==> src/rtl/i2c_pkg.sv <==
// Shared I2C definitions for the byte controller and the on-chip target block.
// It holds the FSM state encoding, the phase indices and the ACK/NACK levels.
package i2c_pkg;

  typedef enum logic [3:0] {
    IDLE,
    START,
    ADDR,
    AACK,
    WDATA,
    DACK,
    RDATA,
    MACK,
    STOP
  } i2c_state_t;

  localparam logic [1:0] PH0 = 2'd0;
  localparam logic [1:0] PH1 = 2'd1;
  localparam logic [1:0] PH2 = 2'd2;
  localparam logic [1:0] PH3 = 2'd3;

  localparam logic ACK  = 1'b0;
  localparam logic NACK = 1'b1;

  // Cells in which the controller itself drives SDA with shift-register data.
  function automatic logic is_tx_cell(input i2c_state_t s);
    return (s == ADDR) || (s == WDATA);
  endfunction

  // Index of the final quarter phase of each state.
  function automatic logic [1:0] last_phase(input i2c_state_t s);
    case (s)
      START:   return PH1;
      STOP:    return PH2;
      default: return PH3;
    endcase
  endfunction

endpackage

==> src/rtl/i2c_qtick.sv <==
// Quarter-SCL-period tick generator. It produces one tick every CLK_DIV cycles.
// It is cleared while the controller is idle and is held at zero during clock stretching.
module i2c_qtick #(
  parameter int CLK_DIV = 4,
  parameter int CNT_W   = 8
) (
  input  logic clk,
  input  logic rst_n,
  input  logic clr,
  input  logic hold,
  output logic tick
);

  localparam logic [CNT_W-1:0] CNT_LAST = CNT_W'(CLK_DIV - 1);

  logic [CNT_W-1:0] cnt_reg;

  assign tick = ~clr & ~hold & (cnt_reg == CNT_LAST);

  always_ff @(posedge clk) begin
    if (!rst_n || clr || hold) begin
      cnt_reg <= '0;
    end else if (cnt_reg == CNT_LAST) begin
      cnt_reg <= '0;
    end else begin
      cnt_reg <= cnt_reg + 1'b1;
    end
  end

endmodule

==> src/rtl/i2c_master_byte.sv <==
// Single-byte I2C initiator. Each command runs START, address+R/W, one data byte and STOP.
// The pads are open drain, and SCL timing comes from a quarter-period tick.
module i2c_master_byte
  import i2c_pkg::*;
#(
  parameter int CLK_DIV = 4,
  parameter int CNT_W   = 8
) (
  input  logic       clk,
  input  logic       rst_n,
  input  logic       cmd_valid,
  input  logic [6:0] cmd_addr,
  input  logic       cmd_rw,
  input  logic [7:0] cmd_wdata,
  output logic       busy,
  output logic       done,
  output logic       ack_err,
  output logic [7:0] rdata,
  input  logic       scl_in,
  input  logic       sda_in,
  output logic       scl_oe,
  output logic       sda_oe
);

  i2c_state_t state_reg, state_next;
  logic [1:0] phase_reg, phase_next;
  logic [2:0] bit_cnt_reg, bit_cnt_next;
  logic [7:0] shift_reg, shift_next;
  logic       rw_reg, rw_next;
  logic [7:0] wdata_reg, wdata_next;
  logic [7:0] rdata_reg, rdata_next;
  logic       ack_err_reg, ack_err_next;
  logic       done_reg, done_next;

  logic tick;
  logic stretch_hold;
  logic is_idle;

  assign is_idle = (state_reg == IDLE);
  // A target may hold SCL low only while we have released it.
  assign stretch_hold = ~is_idle & ~scl_oe & ~scl_in;

  i2c_qtick #(
    .CLK_DIV (CLK_DIV),
    .CNT_W   (CNT_W)
  ) u_qtick (
    .clk   (clk),
    .rst_n (rst_n),
    .clr   (is_idle),
    .hold  (stretch_hold),
    .tick  (tick)
  );

  always_ff @(posedge clk) begin
    if (!rst_n) begin
      state_reg   <= IDLE;
      phase_reg   <= PH0;
      bit_cnt_reg <= '0;
      shift_reg   <= '0;
      rw_reg      <= 1'b0;
      wdata_reg   <= '0;
      rdata_reg   <= '0;
      ack_err_reg <= 1'b0;
      done_reg    <= 1'b0;
    end else begin
      state_reg   <= state_next;
      phase_reg   <= phase_next;
      bit_cnt_reg <= bit_cnt_next;
      shift_reg   <= shift_next;
      rw_reg      <= rw_next;
      wdata_reg   <= wdata_next;
      rdata_reg   <= rdata_next;
      ack_err_reg <= ack_err_next;
      done_reg    <= done_next;
    end
  end

  always_comb begin
    state_next   = state_reg;
    phase_next   = phase_reg;
    bit_cnt_next = bit_cnt_reg;
    shift_next   = shift_reg;
    rw_next      = rw_reg;
    wdata_next   = wdata_reg;
    rdata_next   = rdata_reg;
    ack_err_next = ack_err_reg;
    done_next    = 1'b0;

    if (is_idle) begin
      if (cmd_valid) begin
        state_next   = START;
        phase_next   = PH0;
        shift_next   = {cmd_addr, cmd_rw};
        rw_next      = cmd_rw;
        wdata_next   = cmd_wdata;
        ack_err_next = 1'b0;
      end
    end else if (tick) begin
      if (phase_reg != last_phase(state_reg)) begin
        phase_next = phase_reg + 2'd1;
      end else begin
        phase_next = PH0;
        case (state_reg)
          START: begin
            state_next   = ADDR;
            bit_cnt_next = 3'd7;
          end
          ADDR, WDATA, RDATA: begin
            // The same shift register serialises tx bits and collects rx bits.
            shift_next = {shift_reg[6:0], (state_reg == RDATA) ? sda_in : 1'b0};
            if (bit_cnt_reg == 3'd0) begin
              if (state_reg == ADDR) begin
                state_next = AACK;
              end else if (state_reg == WDATA) begin
                state_next = DACK;
              end else begin
                state_next = MACK;
                rdata_next = {shift_reg[6:0], sda_in};
              end
            end else begin
              bit_cnt_next = bit_cnt_reg - 3'd1;
            end
          end
          AACK: begin
            if (sda_in == NACK) begin
              ack_err_next = 1'b1;
              state_next   = STOP;
            end else if (rw_reg) begin
              state_next   = RDATA;
              bit_cnt_next = 3'd7;
            end else begin
              state_next   = WDATA;
              shift_next   = wdata_reg;
              bit_cnt_next = 3'd7;
            end
          end
          DACK: begin
            ack_err_next = (sda_in == NACK);
            state_next   = STOP;
          end
          MACK: begin
            state_next = STOP;
          end
          STOP: begin
            state_next = IDLE;
            done_next  = 1'b1;
          end
          default: begin
            state_next = IDLE;
          end
        endcase
      end
    end
  end

  always_comb begin
    scl_oe = 1'b0;
    sda_oe = 1'b0;
    case (state_reg)
      START: begin
        sda_oe = 1'b1;
        scl_oe = (phase_reg == PH1);
      end
      ADDR, WDATA, AACK, DACK, RDATA, MACK: begin
        scl_oe = ~phase_reg[1];
        // Receive slots and the master NACK after the read byte leave SDA released.
        sda_oe = is_tx_cell(state_reg) & ~shift_reg[7];
      end
      STOP: begin
        scl_oe = (phase_reg == PH0);
        sda_oe = (phase_reg != PH2);
      end
      default: begin
        scl_oe = 1'b0;
        sda_oe = 1'b0;
      end
    endcase
  end

  assign busy    = ~is_idle;
  assign done    = done_reg;
  assign ack_err = ack_err_reg;
  assign rdata   = rdata_reg;

endmodule

==> config.mk <==
export PLATFORM = sky130hd
export DESIGN_NAME = i2c_master_byte
export DESIGN_NICKNAME = d
export VERILOG_FILES = /design/src/rtl/i2c_pkg.sv /design/src/rtl/i2c_qtick.sv /design/src/rtl/i2c_master_byte.sv
export SDC_FILE = /design/constraint.sdc
export NUM_CORES = 1
export LEC_CHECK = 0
export ABC_AREA = 1
export BUFFER_PORTS_ARGS = -buffer_cell sky130_fd_sc_hd__buf_2
export CAP_MARGIN = 0
export CORE_ASPECT_RATIO = 0.75
export CORE_MARGIN = 4
export CORE_UTILIZATION = 57
export CTS_CLUSTER_DIAMETER = 80
export DETAILED_ROUTE_END_ITERATION = 8
export PLACE_DENSITY = 0.79
export SLEW_MARGIN = 20
export SYNTH_ARGS = -nofsm -noshare
export SYNTH_HDL_FRONTEND = slang
export SYNTH_SLANG_ARGS = --single-unit
==> constraint.sdc <==
create_clock -name clk -period 2.3 [get_ports clk]
set_clock_uncertainty 0.1 [all_clocks]
set_input_delay 0.46 -clock clk [delete_from_list [all_inputs] [get_ports clk]]
set_output_delay 0.46 -clock clk [all_outputs]
set_load 0.02 [all_outputs]
==> results.yml <==
route:
  vias: 2246
  dr.pass1.iters: 4
  viasPerCell: 5.18
  routedWlPerCell_um: 12.2
  post-route-drc-count: 0
  drt_wl_total_mm: 5.28
  drt_iter0_drc: 143
  detail-route-antenna-nets: 0
status:
  status: "complete, no violations"
setup_path:
  reg2reg_depth: 9
  cp_max_fo: 6
  path_class: "register to output port"
  end_kind: "output port"
  required_ns: 1.74
  start_kind: "register"
  rrSetupSlack_ns: 0.36
  arrival_ns: 1.63
  reg2reg_to: "shift_reg[1]$_SDFFE_PN0P_"
  r2r-start: "state_reg[0]$_SDFFE_PN0P_"
power:
  p_leak_nw: 1.22
  vdd_ir_drop_max_mv: 1.05
  swShare_pct: 49.1
  pwr-share-comb_pct: 56.7
  p_clk_share_pct: 14.4
  p_per_area_nw_per_um2: 1450
  seq_power_share_pct: 28.9
  internal-power_mw: 2.04
  p_switching_mw: 1.96
grt:
  grt_pass1_wl_mm: 9.19
  grt_max_degree: 34
  antenna_found_initial: 0
  grt_pass1_vias: 2056
  overflow: 0
  grt_use_total_pct: 20.5
floorplanning:
  ioPinCount: 34
  die_h_um: 65.0
  dieArea_sq_um: 5460
  fp.dieW_um: 84.0
  start_util_pct: 60.2
  row_count: 20
  core_sq_um: 4100
synthesis:
  syn_area_per_cell_sq_um: 7.09
  syn_inst: 348
  synth_edf_count: 0
  ys_ff_latch: 44
  async_flop_share_pct: 0
  yosysWarnings: 0
  syn-num-nets: 375
  synthTopCellsByArea: "dfxtp_1 (36%), nand2_1 (10%), nor2_1 (8.1%), nand3_1 (5.7%), a21oi_1 (4.7%)"
  synth_top_family_by_area: "simple AND/OR/NAND/NOR gates"
  yosysUniqueCellTypes: 36
  synth_top_cell_by_area: "dfxtp_1"
  synth.cell_area_sq_um: 2470
  synth_fa_ha_area_share_pct: 3.04
  synth-seq-area-share_pct: 35.7
  synthFlopType: "dfxtp_1"
  synth_xor_area_share_pct: 2.13
  yosys.area_share.simple_pct: 33.3
  synth_mux_area_share_pct: 2.84
  synth_top_area_share_pct: 35.7
  synth-compound-area-share_pct: 14.2
placement:
  place_area_sq_um: 2650
  gp_congestion: 0.911
  port_buffers: 33
  place_hpwl_mm: 3.89
hold_path:
  hp-start: "cmd_wdata[0]"
  hp-class: "primary input to register"
  holdPathStages: 3
  holdPathEnd: "wdata_reg[0]$_SDFFE_PN0P_"
timing:
  max_freq_mhz: 458
  finalMaxSlewViolations: 0
  finalWorstPathRequiredPeriod_ns: 2.19
  setup_viol: 0
  hold_ws_ns: 0.335
  worst_slew_pin_slew_ns: 0.397
  timing.final.crit_share_pct: 95.0
  rsz0062_at_grt: "false"
  setup-tns-final_ns: 0
  relSlewSlack_pct: 73.5
  finalHoldViolations: 0
layout:
  n_antenna_cell: 0
  drive_above_1_share_pct: 19.3
  final_cell_area_sq_um: 2750
  syn_to_final_growth_pct: 11.6
  fin_nets: 405
cts:
  clk_pin_slew_ns: 0.08
  clock_latency_ns: 0.30
  post_cts.repair.setup_buffers: 0
  cts_resized: 0
  clock-root-buffer: "clkbuf_8"
  htreeDepth: 2
  clk_path_buf_depth: 2
  cts_sinks: 44
  holdBufCountCts: 0
  cts_made_buffers: 5
  cts_tree: "done"
flow_run:
  drv_cap: 0
-- cells by family (layout without fill, tap and decap cells) --
| family | count (synthesis) | after routing |
|---|---|---|
| adder cells (fa/ha/maj) | 6 | 6 |
| AO/OA/AOI/OAI | 60 | 60 |
| AND/OR/NAND/NOR | 178 | 178 |
| multiplexers | 7 | 7 |
| buffers and inverters | 47 | 78 |
| XOR/XNOR | 6 | 6 |
| flip-flops | 44 | 44 |
-- layer usage --
metal,GRT usage (%),wire length (um),vias up
li1,-,-,1191
met1,28.5,2620,986
met2,32.1,2210,62
met3,4.45,388,7
met4,6.02,57,0
met5,0,0,-
-- critical path, cell delays in order, from the launching register on --
cell and delay [ns]:
dfxtp_1 0.52, inv_1 0.10, nor2_1 0.20, nand2_1 0.08, nand2_1 0.09, nand2_1 0.07, o211ai_1 0.08, buf_2 0.19
-- cell usage after synthesis (5+ instances only) --
cell	n
nand3_1	28
inv_1	27
ha_1	6
nor2_1	53
nand2_2	5
xor2_1	5
nand2_1	66
o21ai_0	23
mux2i_1	7
nor3_1	10
buf_2	7
a21oi_1	23
dfxtp_1	44
o21bai_1	7
-- stage by stage --
step / setup WS, ns / total power, mW / cells / util [%]
2_1_floorplan: 0.615 / 3.03 / 348 / -
3_3_place_gp: 0.425 / 3.37 / 426 / 64.5
3_5_place_dp: 0.399 / 3.41 / 426 / 64.5
4_1_cts: 0.0645 / 3.99 / 434 / 67.1
5_1_grt: 0.0393 / 4.35 / 434 / 67.1
6_report: 0.114 / 4.00 / 434 / 67.1
-- cell type report --
class,instances,area [sq um]
multi-input combinational,257,1370
fill,374,1350
sequential,44,882
timing repair buffer,38,203
inverter,32,123
clock buffer,6,72.6
tap,55,68.8
clock inverter,2,35.0
-- power by group through the flow --
| stage | Combinational, mW | Clock (mW) | Sequential [mW] |
|---|---|---|---|
| floorplan | 1.92 | 0 | 1.11 |
| global placement | 2.21 | 0 | 1.16 |
| detailed placement | 2.25 | 0 | 1.16 |
| CTS | 2.25 | 0.594 | 1.15 |
| global route | 2.55 | 0.627 | 1.18 |
| finish | 2.27 | 0.578 | 1.15 |
-- placed cells by master (no fill, tap or decap), types with 7 or more instances in the layout --
cell type	count
inv_1	27
o21bai_1	7
o21ai_0	23
buf_2	33
nand2_1	66
nor3_1	10
mux2i_1	7
nand3_1	28
a21oi_1	23
dfxtp_1	43
nor2_1	53
-- worst max-delay path by stage --
stage | from | endpoint | slack, ns | cells after the start
2_1_floorplan | state_reg[0]$_SDFFE_PN0P_ | sda_oe | 0.62 | 4
3_3_place_gp | state_reg[2]$_SDFFE_PN0P_ | sda_oe | 0.43 | 7
3_5_place_dp | state_reg[2]$_SDFFE_PN0P_ | sda_oe | 0.40 | 7
4_1_cts | state_reg[2]$_SDFFE_PN0P_ | sda_oe | 0.06 | 7
5_1_grt | state_reg[1]$_SDFFE_PN0P_ | sda_oe | 0.04 | 7
6_report | state_reg[1]$_SDFFE_PN0P_ | sda_oe | 0.11 | 7
Note: power is estimated with default switching activity, not from simulation.
